$ cat src/rtl/dbus_pair_responder.sv
`default_nettype none
// ============================================================================
// dbus_pair_responder: serializes two issue-lane data-bus requests onto one
// downstream port (lane 1 first) and returns per-lane responses plus d_wait.
// Optional build macro: DBUS_PAIR_FWD_EN (in-batch lane1 store -> lane0 load).
// Revision: 1.0
// ============================================================================
module dbus_pair_responder (
    input  logic        clk,
    input  logic        reset,
    input  logic [1:0]  dreq_valid,
    input  logic [63:0] dreq_addr,
    input  logic [5:0]  dreq_size,
    input  logic [7:0]  dreq_strobe,
    input  logic [63:0] dreq_data,
    output logic [1:0]  dresp_addr_ok,
    output logic [1:0]  dresp_data_ok,
    output logic [63:0] dresp_data,
    output logic        d_wait,
    output logic        oreq_valid,
    output logic [31:0] oreq_addr,
    output logic [2:0]  oreq_size,
    output logic [3:0]  oreq_strobe,
    output logic [31:0] oreq_data,
    input  logic        oresp_addr_ok,
    input  logic        oresp_data_ok,
    input  logic [31:0] oresp_data
);

    localparam logic [1:0] IDLE = 2'd0;
    localparam logic [1:0] ADDR = 2'd1;
    localparam logic [1:0] DATA = 2'd2;
`ifdef DBUS_PAIR_FWD_EN
    localparam logic [1:0] FWD  = 2'd3;
`endif

    logic [1:0]  state_q, state_d;
    logic [1:0]  pend_q, pend_d;
    logic        cur_q, cur_d;
    logic        done;
    logic [31:0] done_data;

`ifdef DBUS_PAIR_FWD_EN
    logic        fwd_q, fwd_d;
    logic [31:0] fwd_data_q, fwd_data_d;
    logic        fwd_hit;

    // Lane 0 may only reuse lane 1 store data when the whole word is written.
    assign fwd_hit = (dreq_valid == 2'b11) && (dreq_strobe[7:4] == 4'hF) &&
                     (dreq_strobe[3:0] == 4'h0) && (dreq_addr[63:34] == dreq_addr[31:2]);
`endif

    always_comb begin
        state_d   = state_q;
        pend_d    = pend_q;
        cur_d     = cur_q;
        done      = 1'b0;
        done_data = oresp_data;
        d_wait    = 1'b0;
`ifdef DBUS_PAIR_FWD_EN
        fwd_d      = fwd_q;
        fwd_data_d = fwd_data_q;
`endif
        case (state_q)
            IDLE: begin
                d_wait = |dreq_valid;
                if (|dreq_valid) begin
                    pend_d  = dreq_valid;
                    cur_d   = dreq_valid[1];
                    state_d = ADDR;
`ifdef DBUS_PAIR_FWD_EN
                    fwd_d      = fwd_hit;
                    fwd_data_d = dreq_data[63:32];
`endif
                end
            end
            ADDR: begin
                d_wait = 1'b1;
                if (oresp_addr_ok) begin
                    if (oresp_data_ok) begin
                        done = 1'b1;
                    end else begin
                        state_d = DATA;
                    end
                end
            end
            DATA: begin
                d_wait = 1'b1;
                if (oresp_data_ok) begin
                    done = 1'b1;
                end
            end
`ifdef DBUS_PAIR_FWD_EN
            FWD: begin
                done      = 1'b1;
                done_data = fwd_data_q;
            end
`endif
            default: begin
                state_d = IDLE;
            end
        endcase

        // d_wait drops only in the cycle that finishes the last pending lane.
        if (done) begin
            pend_d[cur_q] = 1'b0;
            if (cur_q && pend_q[0]) begin
                cur_d   = 1'b0;
                d_wait  = 1'b1;
`ifdef DBUS_PAIR_FWD_EN
                state_d = fwd_q ? FWD : ADDR;
`else
                state_d = ADDR;
`endif
            end else begin
                state_d = IDLE;
                d_wait  = 1'b0;
            end
        end
    end

    always_ff @(posedge clk or posedge reset) begin
        if (reset) begin
            state_q <= IDLE;
            pend_q  <= 2'b00;
            cur_q   <= 1'b0;
        end else begin
            state_q <= state_d;
            pend_q  <= pend_d;
            cur_q   <= cur_d;
        end
    end

`ifdef DBUS_PAIR_FWD_EN
    always_ff @(posedge clk or posedge reset) begin
        if (reset) begin
            fwd_q      <= 1'b0;
            fwd_data_q <= 32'd0;
        end else begin
            fwd_q      <= fwd_d;
            fwd_data_q <= fwd_data_d;
        end
    end
`endif

    always_comb begin
        oreq_valid  = (state_q == ADDR);
        oreq_addr   = 32'd0;
        oreq_size   = 3'd0;
        oreq_strobe = 4'd0;
        oreq_data   = 32'd0;
        if (state_q == ADDR) begin
            oreq_addr   = cur_q ? dreq_addr[63:32]   : dreq_addr[31:0];
            oreq_size   = cur_q ? dreq_size[5:3]     : dreq_size[2:0];
            oreq_strobe = cur_q ? dreq_strobe[7:4]   : dreq_strobe[3:0];
            oreq_data   = cur_q ? dreq_data[63:32]   : dreq_data[31:0];
        end
    end

    always_comb begin
        dresp_addr_ok = 2'b00;
        dresp_data_ok = 2'b00;
        dresp_data    = 64'd0;
        if (done) begin
            dresp_addr_ok = cur_q ? 2'b10 : 2'b01;
            dresp_data_ok = cur_q ? 2'b10 : 2'b01;
            dresp_data    = cur_q ? {done_data, 32'd0} : {32'd0, done_data};
        end
    end

endmodule
`default_nettype wire
$ cat config.mk
export PLATFORM = sky130hd
export DESIGN_NAME = dbus_pair_responder
export DESIGN_NICKNAME = d
export VERILOG_FILES = /design/src/rtl/dbus_pair_responder.sv
export SDC_FILE = /design/constraint.sdc
export NUM_CORES = 1
export LEC_CHECK = 0
export ABC_AREA = 1
export CELL_PAD_IN_SITES_DETAIL_PLACEMENT = 1
export CELL_PAD_IN_SITES_GLOBAL_PLACEMENT = 2
export CORE_UTILIZATION = 10
export CTS_BUF_LIST = sky130_fd_sc_hd__clkbuf_8
export DETAILED_ROUTE_END_ITERATION = 8
export GPL_TIMING_DRIVEN = 0
export PLACE_DENSITY = 0.95
export SYNTH_ARGS = -nofsm -noshare
export SYNTH_HDL_FRONTEND = slang
export SYNTH_SLANG_ARGS = --single-unit
$ cat constraint.sdc
create_clock -name clk -period 4.5 [get_ports clk]
set_input_delay 1.35 -clock clk [delete_from_list [all_inputs] [get_ports clk]]
set_output_delay 1.35 -clock clk [all_outputs]
set_load 0.005 [all_outputs]
==> implementation parameters <==
Parameter                              Value

Global route
  Met2 track demand over resource    23.93%
  Met3 usage    3.259%
  Met1 track demand over resource    13.25%
  Global-route total usage across every layer    12.27%
  Most crowded layer after global routing    met2
  Via count of the first global-routing pass    3,513
  Pin count of the biggest net entering global routing    11
  Global-route congestion overflow total    0
  Initial antenna violation count    1
  First-pass GRT wire length    17,910 µm

Synth
  Avg Inst Size Synth    4.607 µm²
  Post-synthesis instance area    1824 µm²
  Yosys reg bits    4
  Cell type with the largest total area after synthesis    nor2_1
  Cell types occupying the most area after synthesis    nor2_1 (40%), o21ai_0 (20%), inv_1 (8.2%)
  Portion of synthesized cell area occupied by the leading cell type    40.33%
  Cells after synthesis    396
  Share of synthesized area occupied by flip-flops and latches    5.487%
  Synth Net Count    580
  Count of distinct cell types in the synthesized netlist    21
  Number of warnings reported in the yosys synthesis log    0

Drt
  Wire length per cell    13.47 µm
  Post-route DRC violation count    0
  Post-detailed-route via-to-cell ratio    3.849
  Drt pass-1 iters    5
  Detailed Route WL    12,840 µm
  DRC violation total after the first TritonRoute iteration    69
  Via count    3,668
  Remaining number of nets flagged by the antenna check after routing    0

Worst setup path
  Setup crit start kind    input port
  Capture instance of the worst register-to-register path    state_q[1]$_DFFE_PP0P_
  Termination of the worst setup path    d_wait
  Top fanout value on the critical path    3
  Worst reg-to-reg path cell count    9
  Path type of the worst setup path    input port to primary output
  Start point of the critical path    dreq_valid[0]
  Crit Reg-Reg Startpoint    state_q[1]$_DFFE_PP0P_
  Critical path required time    3.15 ns
  Data arrival time of the worst path    2.79 ns
  Kind of end point of the critical path    primary output
  Setup slack, reg-to-reg    2.87 ns

Clock network
  Clock input transition at the sequential cells of the worst setup and hold paths    0.03 ns
  H-tree level count    1
  Max Buffers Root-to-Sink    2
  Hold-fix buffer count after cts    0
  Clk Latency, worst-skew pair    0.22 ns
  Root buffer selected by CTS    clkbuf_8
  TritonCTS clock tree    built
  TritonCTS buffer count    3
  Sink count of the clock tree    4

Place
  Routability cong.    0.7731
  Sum of net half-perimeters after detailed placement    11,080 µm
  Quantity of I/O buffers inserted on ports    320
  DP Cell Count    945

STA
  Relative slew slack    72.21%
  Setup violation total in the final timing report    0
  Transition time at the pin with the least slew margin    0.4168 ns
  F_max    241.3 MHz
  Fin crit share    92.09%
  Final slew viol count    0
  Final Skew    0.001796 ns
  Count of final hold-check violations    0
  RSZ-0062 raised after global routing    no
  Shortest clock period the worst path allows after layout    4.144 ns
  TNS Setup    0 ns

Min path
  Worst hold-check path type    register to register
  Hold path startpoint    state_q[0]$_DFFE_PP0P_

Power
  Internal power    1.062 mW
  Clock network fraction of total power    3.9%
  Net load switching power    0.9116 mW
  Sequential share of power    3.9%
  Maximum resistive drop on vdd    0.0001297 V
  Share of power burned in combinational logic    92.2%
  Total power consumption of the routed design    1.973 mW
  Power per cell area    359.0 nW/µm²
  Static leakage    2.986 nW
  Switching part of the total    46.19%

Final layout
  Layout cells sized above 1    7.202%
  Post-synthesis to final-layout area growth    201.4%
  Core Util, Final    30.71%
  Final cell count without fillers    953
  Fill cell total of the finished layout    2,267
  Final #Nets    908

Floorplanning
  I/O pin count    321
  Row cnt    49
  Vertical extent of the die    137.1 µm
  Core Region    17,900 µm²
  Area enclosed by the die boundary    18,790 µm²
  Die X    137.1 µm
  Starting density of the core    10.19%

Job
  Max cap viols    0

Run status
  Run status    finished, final reports clean
cells by family after synthesis:
group | Yosys count | share of synthesized area, %
fa+ha+maj | 4 | 2.744
buf+inv | 76 | 18.72
flops | 4 | 5.487
simple gates | 238 | 52.54
compound gates | 74 | 20.51
cells in the mapped netlist:
library cell    n
nand2_2         2
buf_4           2
buf_2          11
nand2_4         1
ha_1            4
clkbuf_2        4
dfrtp_1         4
nand3_1         2
buf_6           4
nor2_2         12
inv_2           5
nor2_1        196
a21oi_1         1
nor2_4          1
o21ai_2         1
inv_1          40
nand3b_1        2
nand2_1        20
nand4_1         2
clkbuf_1       10
o21ai_0        72
repair_timing:
item,in CTS,in global routing
gates resized for setup,12,41
pin swaps,0,1
endpoints found under the setup margin,18,55
setup buffers,0,3
registers in the layout, summed over array words and instances, names as in the netlist:
signal / flops
cur_q: 1
state_q: 2
pend_q: 1
power by group through the flow:
stage / clock network [mW] / registers, mW / logic (mW)
floorplan: 0 / 0.0674 / 0.778
global placement: 0 / 0.0773 / 1.83
detailed placement: 0 / 0.0771 / 1.85
CTS: 0.0789 / 0.0774 / 1.86
global route: 0.0813 / 0.0801 / 2.03
finish: 0.0763 / 0.0766 / 1.82
stage by stage:
stage                     setup WS, ns  hold WS (ns)  cell area [µm²]
final                           0.3557        0.5618             5498
after global routing            0.2920        0.6133             5493
after CTS                     -0.01697        0.5679             5364
after detailed placement      -0.05096        0.5607             5314
after global placement        -0.04270        0.5332             5314
after floorplan                  1.070        0.4990             1824
worst max-delay path, cell delays in order:
cell	delay, ns
clkdlybuf4s50_1	0.52
nand2_1	0.11
nand3b_1	0.09
nand2_1	0.05
o21ai_0	0.13
clkdlybuf4s50_1	0.54
layer usage:
layer	part of all wire (%)	vias to the layer above
met5	0	-
met4	0.46	0
met3	9.4	4
met2	52	163
met1	38	1644
li1	-	1857
worst min-delay path by stage:
stage | end | cells past startpoint
floorplan | state_q[1]$_DFFE_PP0P_ | 2
global placement | state_q[1]$_DFFE_PP0P_ | 2
detailed placement | state_q[0]$_DFFE_PP0P_ | 2
CTS | state_q[0]$_DFFE_PP0P_ | 2
global route | state_q[1]$_DFFE_PP0P_ | 2
finish | state_q[0]$_DFFE_PP0P_ | 2
cell usage in the layout (no fill, tap or decap):
| cell | instances |
|---|---|
| a21oi_1 | 1 |
| buf_2 | 8 |
| buf_4 | 6 |
| buf_6 | 6 |
| clkbuf_1 | 10 |
| clkbuf_2 | 4 |
| clkbuf_8 | 3 |
| clkdlybuf4s50_1 | 277 |
| dfrtp_1 | 4 |
| diode_2 | 2 |
| dlygate4sd2_1 | 6 |
| dlymetal6s2s_1 | 37 |
| ha_1 | 4 |
| inv_1 | 40 |
| inv_2 | 4 |
| inv_4 | 1 |
| nand2_1 | 19 |
| nand2_2 | 2 |
| nand2_4 | 2 |
| nand3_1 | 2 |
| nand3b_1 | 2 |
| nand4_1 | 2 |
| nor2_1 | 194 |
| nor2_2 | 14 |
| nor2_4 | 1 |
| o21ai_0 | 72 |
| o21ai_2 | 1 |
area by class of cell:
cell class / instances / area [µm²] / area share [%]
Timing Repair Buffer: 323 / 3311 / 60.22
Multi-Input combinational cell: 316 / 1395 / 25.38
Tap cell: 229 / 286.5 / 5.212
Buffer: 31 / 187.7 / 3.414
Inverter: 45 / 171.4 / 3.118
Sequential cell: 4 / 100.1 / 1.821
Clock buffer: 3 / 41.29 / 0.7510
Antenna cell: 2 / 5.005 / 0.09103
(Power assumes the default switching activity.)
